File: src/rtl/dma_burst_planner_if.sv
`timescale 1ns/1ps
`default_nettype none
// ============================================================================
//  Module   : dma_burst_planner_if
//  Purpose  : Descriptor and burst-request handshake bundle for the DMA burst
//             planner.
//  Ports    : desc_*  - descriptor channel (DMA FSM -> planner)
//             req_*   - burst request channel (planner -> AXI interface)
//  Modports : master  - planner side (accepts descriptors, issues requests)
//             slave   - environment side (issues descriptors, accepts requests)
//  Revision : 1.0 - initial release
// ============================================================================
interface dma_burst_planner_if #(
    parameter int ADDR_W  = 32,
    parameter int BYTES_W = 32,
    parameter int ROWS_W  = 16,
    parameter int HEAD_W  = 6
);
    // Descriptor channel
    logic               desc_valid_i;
    logic               desc_ready_o;
    logic [ADDR_W-1:0]  desc_addr_i;
    logic [BYTES_W-1:0] desc_bytes_i;
    logic [ROWS_W-1:0]  desc_rows_i;
    logic [ADDR_W-1:0]  desc_stride_i;

    // Burst request channel
    logic               req_valid_o;
    logic               req_ready_i;
    logic [ADDR_W-1:0]  req_addr_o;
    logic [7:0]         req_len_o;
    logic [2:0]         req_size_o;
    logic [HEAD_W-1:0]  req_head_o;
    logic [HEAD_W-1:0]  req_tail_o;
    logic               req_last_o;

    modport master (
        input  desc_valid_i, desc_addr_i, desc_bytes_i, desc_rows_i, desc_stride_i,
        input  req_ready_i,
        output desc_ready_o,
        output req_valid_o, req_addr_o, req_len_o, req_size_o,
        output req_head_o, req_tail_o, req_last_o
    );

    modport slave (
        output desc_valid_i, desc_addr_i, desc_bytes_i, desc_rows_i, desc_stride_i,
        output req_ready_i,
        input  desc_ready_o,
        input  req_valid_o, req_addr_o, req_len_o, req_size_o,
        input  req_head_o, req_tail_o, req_last_o
    );
endinterface
`default_nettype wire

File: src/rtl/dma_burst_planner.sv
`timescale 1ns/1ps
`default_nettype none
// ============================================================================
//  Module   : dma_burst_planner
//  Purpose  : Splits a (optionally 2D) DMA descriptor into AXI INCR burst
//             requests. Bursts are beat-aligned, never cross a BOUND-byte
//             boundary and never exceed MAX_BEATS beats. Head/tail byte
//             offsets are reported for the downstream shift aligner.
//  Ports    : clk, rst    - clock, synchronous active-high reset
//             bus         - descriptor + request channels (master modport)
//             done_o      - one-cycle pulse when the last burst is accepted
//             err_o       - one-cycle pulse on a rejected descriptor
//             err_code_o  - 1: zero bytes/rows, 2: stride < bytes (held)
//             busy_o      - descriptor in progress
//  Revision : 1.0 - initial release
// ============================================================================
module dma_burst_planner #(
    parameter int DATA_W    = 512,
    parameter int ADDR_W    = 32,
    parameter int BYTES_W   = 32,
    parameter int ROWS_W    = 16,
    parameter int MAX_BEATS = 256,
    parameter int BOUND     = 4096
) (
    input  wire logic          clk,
    input  wire logic          rst,
    dma_burst_planner_if.master bus,
    output      logic          done_o,
    output      logic          err_o,
    output      logic [1:0]    err_code_o,
    output      logic          busy_o
);

    localparam int c_BPB       = DATA_W / 8;
    localparam int c_HEAD_W    = $clog2(c_BPB);
    localparam int c_BOUND_LOG = $clog2(BOUND);
    localparam int c_MAX_BYTES = MAX_BEATS * c_BPB;

    function automatic int max2(input int a, input int b);
        return (a > b) ? a : b;
    endfunction

    // Working width wide enough for every byte quantity plus a carry bit.
    localparam int CW = max2(max2(ADDR_W, BYTES_W),
                             max2(c_BOUND_LOG, $clog2(c_MAX_BYTES)) + 1) + 1;

    typedef enum logic [0:0] {
        S_IDLE = 1'b0,
        S_RUN  = 1'b1
    } state_t;

    state_t                state_q, state_d;
    logic [ADDR_W-1:0]     cursor_q, cursor_d;
    logic [ADDR_W-1:0]     row_base_q, row_base_d;
    logic [ADDR_W-1:0]     stride_q, stride_d;
    logic [BYTES_W-1:0]    bytes_q, bytes_d;
    logic [BYTES_W-1:0]    row_left_q, row_left_d;
    logic [ROWS_W-1:0]     rows_left_q, rows_left_d;
    logic                  last_loaded_q, last_loaded_d;

    logic                  req_valid_q, req_valid_d;
    logic [ADDR_W-1:0]     req_addr_q, req_addr_d;
    logic [7:0]            req_len_q, req_len_d;
    logic [2:0]            req_size_q, req_size_d;
    logic [c_HEAD_W-1:0]   req_head_q, req_head_d;
    logic [c_HEAD_W-1:0]   req_tail_q, req_tail_d;
    logic                  req_last_q, req_last_d;

    logic                  done_q, done_d;
    logic                  err_q, err_d;
    logic [1:0]            err_code_q, err_code_d;

    // Burst source: in IDLE the first burst is planned straight from the
    // descriptor inputs so the first request appears one cycle after accept.
    logic                  w_idle;
    logic [ADDR_W-1:0]     w_cur, w_base, w_stride;
    logic [BYTES_W-1:0]    w_left, w_bytes;
    logic [ROWS_W-1:0]     w_rows;

    logic [CW-1:0]         w_head, w_to_bound, w_room, w_left_c, w_chunk;
    logic [CW-1:0]         w_end, w_beats;
    logic [c_HEAD_W-1:0]   w_tail;
    logic                  w_row_done, w_final;
    logic                  w_accept, w_zero_err, w_stride_err, w_load, w_last_hs;

    always_comb begin
        w_idle   = (state_q == S_IDLE);
        w_cur    = w_idle ? bus.desc_addr_i   : cursor_q;
        w_base   = w_idle ? bus.desc_addr_i   : row_base_q;
        w_stride = w_idle ? bus.desc_stride_i : stride_q;
        w_left   = w_idle ? bus.desc_bytes_i  : row_left_q;
        w_bytes  = w_idle ? bus.desc_bytes_i  : bytes_q;
        w_rows   = w_idle ? bus.desc_rows_i   : rows_left_q;

        w_head     = CW'(w_cur[c_HEAD_W-1:0]);
        w_to_bound = CW'(BOUND) - CW'(w_cur[c_BOUND_LOG-1:0]);
        w_room     = CW'(c_MAX_BYTES) - w_head;
        w_left_c   = CW'(w_left);

        w_chunk = w_left_c;
        if (w_to_bound < w_chunk) w_chunk = w_to_bound;
        if (w_room < w_chunk)     w_chunk = w_room;

        w_end   = w_head + w_chunk;
        w_beats = (w_end + CW'(c_BPB - 1)) >> c_HEAD_W;
        // Two's-complement negate of the low bits == (BPB - end%BPB) % BPB.
        w_tail  = ~w_end[c_HEAD_W-1:0] + c_HEAD_W'(1);

        w_row_done = (w_chunk == w_left_c);
        w_final    = w_row_done && (w_rows == ROWS_W'(1));

        w_accept     = w_idle && bus.desc_valid_i;
        w_zero_err   = (bus.desc_bytes_i == '0) || (bus.desc_rows_i == '0);
        w_stride_err = (bus.desc_rows_i > ROWS_W'(1)) &&
                       (CW'(bus.desc_stride_i) < CW'(bus.desc_bytes_i));

        w_load    = (w_accept && !w_zero_err && !w_stride_err) ||
                    (!w_idle && !last_loaded_q && (!req_valid_q || bus.req_ready_i));
        w_last_hs = !w_idle && req_valid_q && bus.req_ready_i && req_last_q;
    end

    always_comb begin
        state_d       = state_q;
        cursor_d      = cursor_q;
        row_base_d    = row_base_q;
        stride_d      = stride_q;
        bytes_d       = bytes_q;
        row_left_d    = row_left_q;
        rows_left_d   = rows_left_q;
        last_loaded_d = last_loaded_q;
        req_valid_d   = req_valid_q;
        req_addr_d    = req_addr_q;
        req_len_d     = req_len_q;
        req_size_d    = req_size_q;
        req_head_d    = req_head_q;
        req_tail_d    = req_tail_q;
        req_last_d    = req_last_q;
        done_d        = 1'b0;
        err_d         = 1'b0;
        err_code_d    = err_code_q;

        if (w_accept) begin
            if (w_zero_err) begin
                err_d      = 1'b1;
                err_code_d = 2'd1;
            end else if (w_stride_err) begin
                err_d      = 1'b1;
                err_code_d = 2'd2;
            end else begin
                state_d  = S_RUN;
                stride_d = bus.desc_stride_i;
                bytes_d  = bus.desc_bytes_i;
            end
        end

        if (w_last_hs) begin
            req_valid_d = 1'b0;
            done_d      = 1'b1;
            state_d     = S_IDLE;
        end

        if (w_load) begin
            req_valid_d   = 1'b1;
            req_addr_d    = {w_cur[ADDR_W-1:c_HEAD_W], {c_HEAD_W{1'b0}}};
            req_len_d     = 8'(w_beats - CW'(1));
            req_size_d    = 3'(c_HEAD_W);
            req_head_d    = w_cur[c_HEAD_W-1:0];
            req_tail_d    = w_tail;
            req_last_d    = w_final;
            last_loaded_d = w_final;
            if (w_row_done && !w_final) begin
                // Row exhausted: jump to the next row start.
                row_base_d  = w_base + w_stride;
                cursor_d    = w_base + w_stride;
                row_left_d  = w_bytes;
                rows_left_d = w_rows - ROWS_W'(1);
            end else begin
                row_base_d  = w_base;
                cursor_d    = w_cur + ADDR_W'(w_chunk);
                row_left_d  = w_left - BYTES_W'(w_chunk);
                rows_left_d = w_rows;
            end
        end
    end

    always_ff @(posedge clk) begin
        if (rst) begin
            state_q       <= S_IDLE;
            cursor_q      <= '0;
            row_base_q    <= '0;
            stride_q      <= '0;
            bytes_q       <= '0;
            row_left_q    <= '0;
            rows_left_q   <= '0;
            last_loaded_q <= 1'b0;
            req_valid_q   <= 1'b0;
            req_addr_q    <= '0;
            req_len_q     <= '0;
            req_size_q    <= '0;
            req_head_q    <= '0;
            req_tail_q    <= '0;
            req_last_q    <= 1'b0;
            done_q        <= 1'b0;
            err_q         <= 1'b0;
            err_code_q    <= '0;
        end else begin
            state_q       <= state_d;
            cursor_q      <= cursor_d;
            row_base_q    <= row_base_d;
            stride_q      <= stride_d;
            bytes_q       <= bytes_d;
            row_left_q    <= row_left_d;
            rows_left_q   <= rows_left_d;
            last_loaded_q <= last_loaded_d;
            req_valid_q   <= req_valid_d;
            req_addr_q    <= req_addr_d;
            req_len_q     <= req_len_d;
            req_size_q    <= req_size_d;
            req_head_q    <= req_head_d;
            req_tail_q    <= req_tail_d;
            req_last_q    <= req_last_d;
            done_q        <= done_d;
            err_q         <= err_d;
            err_code_q    <= err_code_d;
        end
    end

    assign bus.desc_ready_o = (state_q == S_IDLE);
    assign bus.req_valid_o  = req_valid_q;
    assign bus.req_addr_o   = req_addr_q;
    assign bus.req_len_o    = req_len_q;
    assign bus.req_size_o   = req_size_q;
    assign bus.req_head_o   = req_head_q;
    assign bus.req_tail_o   = req_tail_q;
    assign bus.req_last_o   = req_last_q;
    assign done_o           = done_q;
    assign err_o            = err_q;
    assign err_code_o       = err_code_q;
    assign busy_o           = (state_q == S_RUN);

endmodule
`default_nettype wire

File: src/flat_wrapper.sv
// flat-port wrapper written by rule: the top's interface ports become plain ports
module dma_burst_planner_flat 
#(
    parameter int DATA_W    = 512,
    parameter int ADDR_W    = 32,
    parameter int BYTES_W   = 32,
    parameter int ROWS_W    = 16,
    parameter int MAX_BEATS = 256,
    parameter int BOUND     = 4096
)
  (clk, rst, done_o, err_o, err_code_o, busy_o, bus_desc_valid_i, bus_desc_addr_i, bus_desc_bytes_i, bus_desc_rows_i, bus_desc_stride_i, bus_req_ready_i, bus_desc_ready_o, bus_req_valid_o, bus_req_addr_o, bus_req_len_o, bus_req_size_o, bus_req_head_o, bus_req_tail_o, bus_req_last_o);
  dma_burst_planner_if #(.ADDR_W(ADDR_W), .BYTES_W(BYTES_W), .ROWS_W(ROWS_W), .HEAD_W(6)) bus_i ();
  input  wire logic clk;
  input  wire logic rst;
  output      logic done_o;
  output      logic err_o;
  output      logic [1:0] err_code_o;
  output      logic busy_o;
  input wire logic [$bits(bus_i.desc_valid_i)-1:0] bus_desc_valid_i;
  input wire logic [$bits(bus_i.desc_addr_i)-1:0] bus_desc_addr_i;
  input wire logic [$bits(bus_i.desc_bytes_i)-1:0] bus_desc_bytes_i;
  input wire logic [$bits(bus_i.desc_rows_i)-1:0] bus_desc_rows_i;
  input wire logic [$bits(bus_i.desc_stride_i)-1:0] bus_desc_stride_i;
  input wire logic [$bits(bus_i.req_ready_i)-1:0] bus_req_ready_i;
  output wire logic [$bits(bus_i.desc_ready_o)-1:0] bus_desc_ready_o;
  output wire logic [$bits(bus_i.req_valid_o)-1:0] bus_req_valid_o;
  output wire logic [$bits(bus_i.req_addr_o)-1:0] bus_req_addr_o;
  output wire logic [$bits(bus_i.req_len_o)-1:0] bus_req_len_o;
  output wire logic [$bits(bus_i.req_size_o)-1:0] bus_req_size_o;
  output wire logic [$bits(bus_i.req_head_o)-1:0] bus_req_head_o;
  output wire logic [$bits(bus_i.req_tail_o)-1:0] bus_req_tail_o;
  output wire logic [$bits(bus_i.req_last_o)-1:0] bus_req_last_o;
  assign bus_i.desc_valid_i = bus_desc_valid_i;
  assign bus_i.desc_addr_i = bus_desc_addr_i;
  assign bus_i.desc_bytes_i = bus_desc_bytes_i;
  assign bus_i.desc_rows_i = bus_desc_rows_i;
  assign bus_i.desc_stride_i = bus_desc_stride_i;
  assign bus_i.req_ready_i = bus_req_ready_i;
  assign bus_desc_ready_o = bus_i.desc_ready_o;
  assign bus_req_valid_o = bus_i.req_valid_o;
  assign bus_req_addr_o = bus_i.req_addr_o;
  assign bus_req_len_o = bus_i.req_len_o;
  assign bus_req_size_o = bus_i.req_size_o;
  assign bus_req_head_o = bus_i.req_head_o;
  assign bus_req_tail_o = bus_i.req_tail_o;
  assign bus_req_last_o = bus_i.req_last_o;
  dma_burst_planner #(.DATA_W(DATA_W), .ADDR_W(ADDR_W), .BYTES_W(BYTES_W), .ROWS_W(ROWS_W), .MAX_BEATS(MAX_BEATS), .BOUND(BOUND)) u_core (.clk(clk), .rst(rst), .bus(bus_i), .done_o(done_o), .err_o(err_o), .err_code_o(err_code_o), .busy_o(busy_o));
endmodule
File: config.mk
export PLATFORM = sky130hd
export DESIGN_NAME = dma_burst_planner_flat
export DESIGN_NICKNAME = d
export VERILOG_FILES = /design/src/rtl/dma_burst_planner_if.sv /design/src/rtl/dma_burst_planner.sv /design/src/flat_wrapper.sv
export SDC_FILE = /design/constraint.sdc
export NUM_CORES = 1
export LEC_CHECK = 0
export BUFFER_PORTS_ARGS = -buffer_cell sky130_fd_sc_hd__buf_4
export CAP_MARGIN = 25
export CORE_ASPECT_RATIO = 0.5
export CORE_MARGIN = 2
export CORE_UTILIZATION = 27
export CTS_CLUSTER_SIZE = 20
export DETAILED_ROUTE_END_ITERATION = 8
export GPL_ROUTABILITY_DRIVEN = 0
export PLACE_DENSITY = 0.51
export SLEW_MARGIN = 40
export SYNTH_ARGS = -nofsm -noshare
export SYNTH_HDL_FRONTEND = slang
export SYNTH_SLANG_ARGS = --single-unit
File: constraint.sdc
create_clock -name clk -period 15.3 [get_ports clk]
set_input_delay 3.06 -clock clk [delete_from_list [all_inputs] [get_ports clk]]
set_output_delay 3.06 -clock clk [all_outputs]
set_load 0.05 [all_outputs]
# Word level (Yosys, flattened, before mapping)
# Cells that the tools add are included.
# totals
reg_bits	230
in_bits	116
wordCells	84
# classes
muxes	19
n_eq_ne	2
bitwise_logic	5
reduce_logical	27
order_cmp	4
n_addsub	10
# ops
operator	n
32-bit two-way mux	8
33-bit two-way mux	2
32-bit adder	2
33-bit by 32-bit equality test with 1-bit output	1
33-bit by 32-bit < comparator with 1-bit output	1
33-bit < comparator	1
32-bit zero test	1
32-bit < comparator	1
16-bit two-way mux	2
32-bit subtractor	1
16-bit by 1-bit equality test with 1-bit output, second input constant	1
16-bit by 1-bit > comparator with 1-bit output, second input constant	1
16-bit zero test	1
15-bit by 6-bit subtractor with 16-bit output, first input constant	1
16-bit by 1-bit subtractor with 16-bit output, second input constant	1
14-bit by 6-bit adder with 14-bit output, second input constant	1
6-bit by 14-bit adder with 14-bit output	1
13-bit by 12-bit subtractor with 14-bit output, first input constant	1
1-bit logical AND	11
8-bit by 1-bit subtractor with 8-bit output, second input constant	1
6-bit by 1-bit adder with 6-bit output, second input constant	1
6-bit NOT	1
1-bit zero test	5
1-bit two-way mux	5
other kinds (7)	15

# Longest topological paths before layout
# depth
depth_word	11
mapped_depth	47
depth_no_buf	38

# Worst setup path before layout
# No wires, ideal clock.
# synth_path
path_type	in2reg
startpoint	input port bus_desc_addr_i[1]
endpoint	register u_core.req_len_q[6] (netlist: u_core.bus.req_len_o[6])
cell_stages	38
slack_ps	3516
setup_time_ps	79
n_path_buf	3
required_ps	15221
t_arrival_ps	11705
cell_sequence	mux2i_1 -> ha_1 -> o2111ai_4 -> nor3_2 -> xnor2_1 -> ha_1 -> and2_1 -> a221oi_1 -> o211ai_1 -> o211ai_4 -> buf_2 -> buf_1 -> mux2i_1 -> ha_1 -> nand3_1 -> o221a_1 -> o21ai_1 -> a211o_1 -> [2 not listed] -> nor2_1 -> mux2i_1 -> ha_1 -> inv_1 -> fa_1 -> nor2b_1 -> o21ai_0 -> nand2_1 -> xor2_1 -> nor4_1 -> o21ai_0 -> a32oi_1 -> xnor2_1 -> ha_1 -> nand3_1 -> or3b_1 -> xor2_1 -> a211oi_2
# synth_between
elab_chain_len	9
elab_cells_between_ends	10
classes_between	add/sub: 5; order compare: 2; mux: 3
# synth_lines
item	line	rtl
start: declaration	flat_wrapper.sv:20	input wire logic [$bits(bus_i.desc_addr_i)-1:0] bus_desc_addr_i;
32-bit two-way mux (*)	dma_burst_planner.sv:88	w_cur = w_idle ? bus.desc_addr_i : cursor_q;
13-bit by 12-bit subtractor with 14-bit output	dma_burst_planner.sv:96	w_to_bound = CW'(BOUND) - CW'(w_cur[c_BOUND_LOG-1:0]);
33-bit by 32-bit < comparator with 1-bit output	dma_burst_planner.sv:101	if (w_to_bound < w_chunk) w_chunk = w_to_bound;
33-bit two-way mux	dma_burst_planner.sv:101	
33-bit < comparator	dma_burst_planner.sv:102	if (w_room < w_chunk) w_chunk = w_room;
33-bit two-way mux	dma_burst_planner.sv:102	
6-bit by 14-bit adder with 14-bit output (*)	dma_burst_planner.sv:104	w_end = w_head + w_chunk;
14-bit by 6-bit adder with 14-bit output (*)	dma_burst_planner.sv:105	w_beats = (w_end + CW'(c_BPB - 1)) >> c_HEAD_W;
8-bit by 1-bit subtractor with 8-bit output (*)	dma_burst_planner.sv:165	req_len_d = 8'(w_beats - CW'(1));
end signal: assignment	dma_burst_planner.sv:217	req_len_q <= req_len_d;
end: declaration	dma_burst_planner.sv:63	logic [7:0] req_len_q, req_len_d;
# Every way passes the cells marked *; elsewhere a longest branch is shown, timed or not.
# A chain may end at the register's enable or synchronous reset.

# Final worst setup path
# layout_path
startpoint	input port bus_desc_addr_i[1]
endpoint	register u_core.row_left_q[28]
# layout_between
elab_chain_len	11
elab_cells_between_ends	13
classes_between	add/sub: 3; order compare: 2; eq/ne: 1; mux: 4; reduce/logical: 3
# layout_lines
item	line	rtl
32-bit two-way mux (*)	dma_burst_planner.sv:88	
13-bit by 12-bit subtractor with 14-bit output	dma_burst_planner.sv:96	
33-bit by 32-bit < comparator with 1-bit output	dma_burst_planner.sv:101	
33-bit two-way mux	dma_burst_planner.sv:101	
33-bit < comparator	dma_burst_planner.sv:102	
33-bit two-way mux (*)	dma_burst_planner.sv:102	
branches (longest 4 deep; another with 32-bit subtractor)	-	
32-bit two-way mux (*)	dma_burst_planner.sv:171	if (w_row_done && !w_final) begin
end signal: assignment	dma_burst_planner.sv:212	row_left_q <= row_left_d;
end: declaration	dma_burst_planner.sv:57	logic [BYTES_W-1:0] row_left_q, row_left_d;
# Mark *: on every way between the ends.

==> results.md <==
* Switching pwr at 1.037 mW
* Synthesized area per cell at 7.431 µm²
* First-pass GRT wire length at 99430 µm
* Post-synth EDFFs at 0
* Outcome: finished clean
* Main synth FF type: dfxtp_1
* Worst hold-check path type: reg -> reg
* Share of layout cells above drive strength 1 at 12.79%
* Worst vdd ir at 68.28 µV
* CTS resizes at 0
* Leakage at 9.489 nW
* Die W at 375.6 µm
* CTS buffer count at 29
* Vias in the first global route at 17.15k
* Switching share of power at 40.66%
* Number of synthesized register bits at 230
* Least-Margin Pin Slew at 0.8442 ns
* Port bufs at 171
* Placed cells at 3513
* Fmax at 0.08005 GHz
* Nets at 2912
* Routed WL per cell at 18.00 µm
* DR pass1 iterations at 5
* CP endpoint kind: register
* Detailed Place HPWL at 47960 µm
* WP data required at 15.80 ns
* Most frequent cells in the layout: nor2_1 (353), nand2_1 (314), dfxtp_1 (229)
* Sequential-to-total area share from yosys stat at 24.70%
* IO Count at 179
* RSZ-0062 raised after global routing: no
* Gate power share at 44.0%
* Clock Sinks at 230
* Synth Area in Compound Gates at 23.17%
* Synth Area in Adders at 10.79%
* Synth-to-layout area growth at 17.54%
* Largest family of logic cells by synthesized area: simple AND/OR/NAND/NOR gates
* Startpoint Class: primary input
* Fin. Hold Viols at 0
* Internal power at 1.513 mW
* Slowest stage delay, CP at 0.73 ns
* CTS tree: built
* Most common cell after layout, fill and taps aside: nor2_1
* Hold_buf cts at 0
* Ant. Diodes at 0
* Antenna viol nets, final at 0
* Synth unique cells at 96
* Via Count at 18.27k
* Ys async rst share at 0%
* Crit path time final at 12.49 ns
* Largest net degree at the start of global routing at 123
* Simple-gate share of the synthesized area at 24.27%
* First DRT Iteration DRCs at 1300
* Drt total wl at 64220 µm
* Postcts setup bufs at 0
* Htree depth at 1
* Slew HR at 43.72%
* Die Y at 189.8 µm
* Slew Viols, Final at 0
* Clock buffer depth at 3
* Number of core rows at 68
* Yosys Warn Count at 0
* Worst-skew pair later-pin latency at 0.58 ns
* Setup violators final at 0
* Clock share of power at 27.7%
* Mux share of post-synthesis cell area at 6.693%
* Global route overflow at 0
* Skew final at 0.01463 ns
* Final std cells w/o fill at 3568
* Drt via density at 5.122
* Power per cell area at 116.4 nW/µm²
* Final setup TNS at 0 ns
* # DRC at 0
* CTS root buffer: clkbuf_16
* Worst path most repeated cell: ha_1
* CP max stage cell: a2111oi_0
* CP Max Fanout at 20
* Post-Synth XOR/XNOR Area at 5.075%
* Mapped Cells at 2508
* Die area at 71270 µm²
* Cell Area, Synth at 18640 µm²
* Final period util at 81.65%
* Initial antenna violation count at 1
* WP data arrival at 12.99 ns
* Gr usage total at 17.52%
* Max-cap viol count at 0
* Flop pwr share at 28.2%
* Core ar. at 68660 µm²
* Initial Utilization at 27.14%
* CP Class: in -> reg
* CTS clk-pin slew, worst paths at 0.06 ns
==> layout make-up <==
cell class                      instances  area (µm²)
Timing Repair Buffer                  192        1500
Clock inverter                          9       107.6
Multi-Input combinational cell       2071       13280
Inverter                              113       424.2
Clock buffer                           43       848.3
Fill cell                            7389       46750
Tap cell                              910        1139
Sequential cell                       230        4608
==> routing by layer <==
| metal | global-route usage [%] | vias up | share of wire (%) |
|---|---|---|---|
| met5 | 0 | - | 0 |
| met1 | 23.53 | 8702 | 46 |
| met3 | 1.844 | 79 | 4.2 |
| met4 | 4.217 | 0 | 2.5 |
| met2 | 30.11 | 350 | 47 |
| li1 | - | 9143 | - |
==> path summary, 6_finish.rpt <==
kind | start | endpoint | slack [ns] | cells past startpoint
hold reg to reg | u_core.cursor_q[14]$_SDFFE_PP0P_ | u_core.cursor_q[14]$_SDFFE_PP0P_ | 0.45 | 2
setup reg to reg | u_core.busy_o$_SDFFE_PP0P_ | u_core.row_left_q[28]$_SDFFE_PP0P_ | 4.29 | 37
setup / recovery | bus_desc_addr_i[1] | u_core.row_left_q[28]$_SDFFE_PP0P_ | 2.81 | 37
hold / removal | u_core.cursor_q[14]$_SDFFE_PP0P_ | u_core.cursor_q[14]$_SDFFE_PP0P_ | 0.45 | 2
==> cells by family (layout without fill, tap and decap cells) <==
kind of cell,count (synthesis),after routing
other cells,2,41
flops,230,230
xor+xnor,108,108
simple gates,999,999
compound gates,650,650
mux,114,114
fa+ha+maj,159,159
buf+inv,246,357
==> cells in the mapped netlist (all sizes together), types with 7 or more instances <==
library cell	number	share of area [%]
o21bai	13	0.52
nand3	40	1.1
nand4	22	0.77
nor2b	28	0.94
nand2b	28	0.94
o2111ai	7	0.42
nor2	354	7.1
nor3b	11	0.47
a31oi	12	0.40
o31ai	8	0.32
and3	7	0.23
mux2i	72	4.2
o22ai	12	0.47
nor4	25	0.92
xor2	33	1.6
buf	38	1.1
nor3	94	2.6
nand2	316	6.4
a21o	67	2.7
a211o	7	0.33
or3	19	0.66
a211oi	80	3.3
dfxtp	230	25
o21ai	111	3.0
nand3b	10	0.40
mux2	42	2.5
o211ai	16	0.82
o21a	16	0.64
a21oi	213	5.7
xnor2	75	3.5
inv	113	2.3
a311oi	28	1.3
or4	7	0.28
clkbuf	95	1.9
and2	18	0.60
ha	156	10
or2	12	0.40
==> power by group through the flow <==
| stage | sequential [mW] | clock [mW] | combinational (mW) |
|---|---|---|---|
| after floorplan | 0.796 | 0 | 0.753 |
| after global placement | 0.730 | 0 | 1.10 |
| after detailed placement | 0.732 | 0 | 1.11 |
| after CTS | 0.720 | 0.722 | 1.11 |
| after global routing | 0.729 | 0.749 | 1.24 |
| final | 0.720 | 0.707 | 1.12 |
==> stage by stage <==
stage	cell area (µm²)	hold slack, ns	total power [mW]	util (%)	setup slack [ns]
after floorplan	18780	0.4285	1.548	-	3.516
after detailed placement	20880	0.4433	1.840	30.40	1.956
after CTS	21830	0.4513	2.557	31.80	2.556
final	21910	0.4517	2.551	31.91	2.808
after global placement	20870	0.4379	1.833	30.39	2.217
after global routing	21910	0.4639	2.718	31.91	1.926
==> state kept, by name, summed over array words and instances (netlist names), 2 cells and up <==
signal and count:
u_core.row_left_q 32, u_core.bus.req_tail_o 6, u_core.bus.req_head_o 6, u_core.stride_q 32, u_core.rows_left_q 16, u_core.cursor_q 32, u_core.bytes_q 32, u_core.err_code_o 2
u_core.bus.req_len_o 8, u_core.row_base_q 32, u_core.bus.req_addr_o 26
==> critical path: cells and delay by family <==
family / cells / cell delay (ns)
simple gates: 5 / 0.95
xor+xnor: 1 / 0.29
fa+ha+maj: 5 / 1.66
mux: 3 / 1.07
compound gates: 20 / 5.54
buf+inv: 3 / 0.41
(Power assumes the default switching activity.)
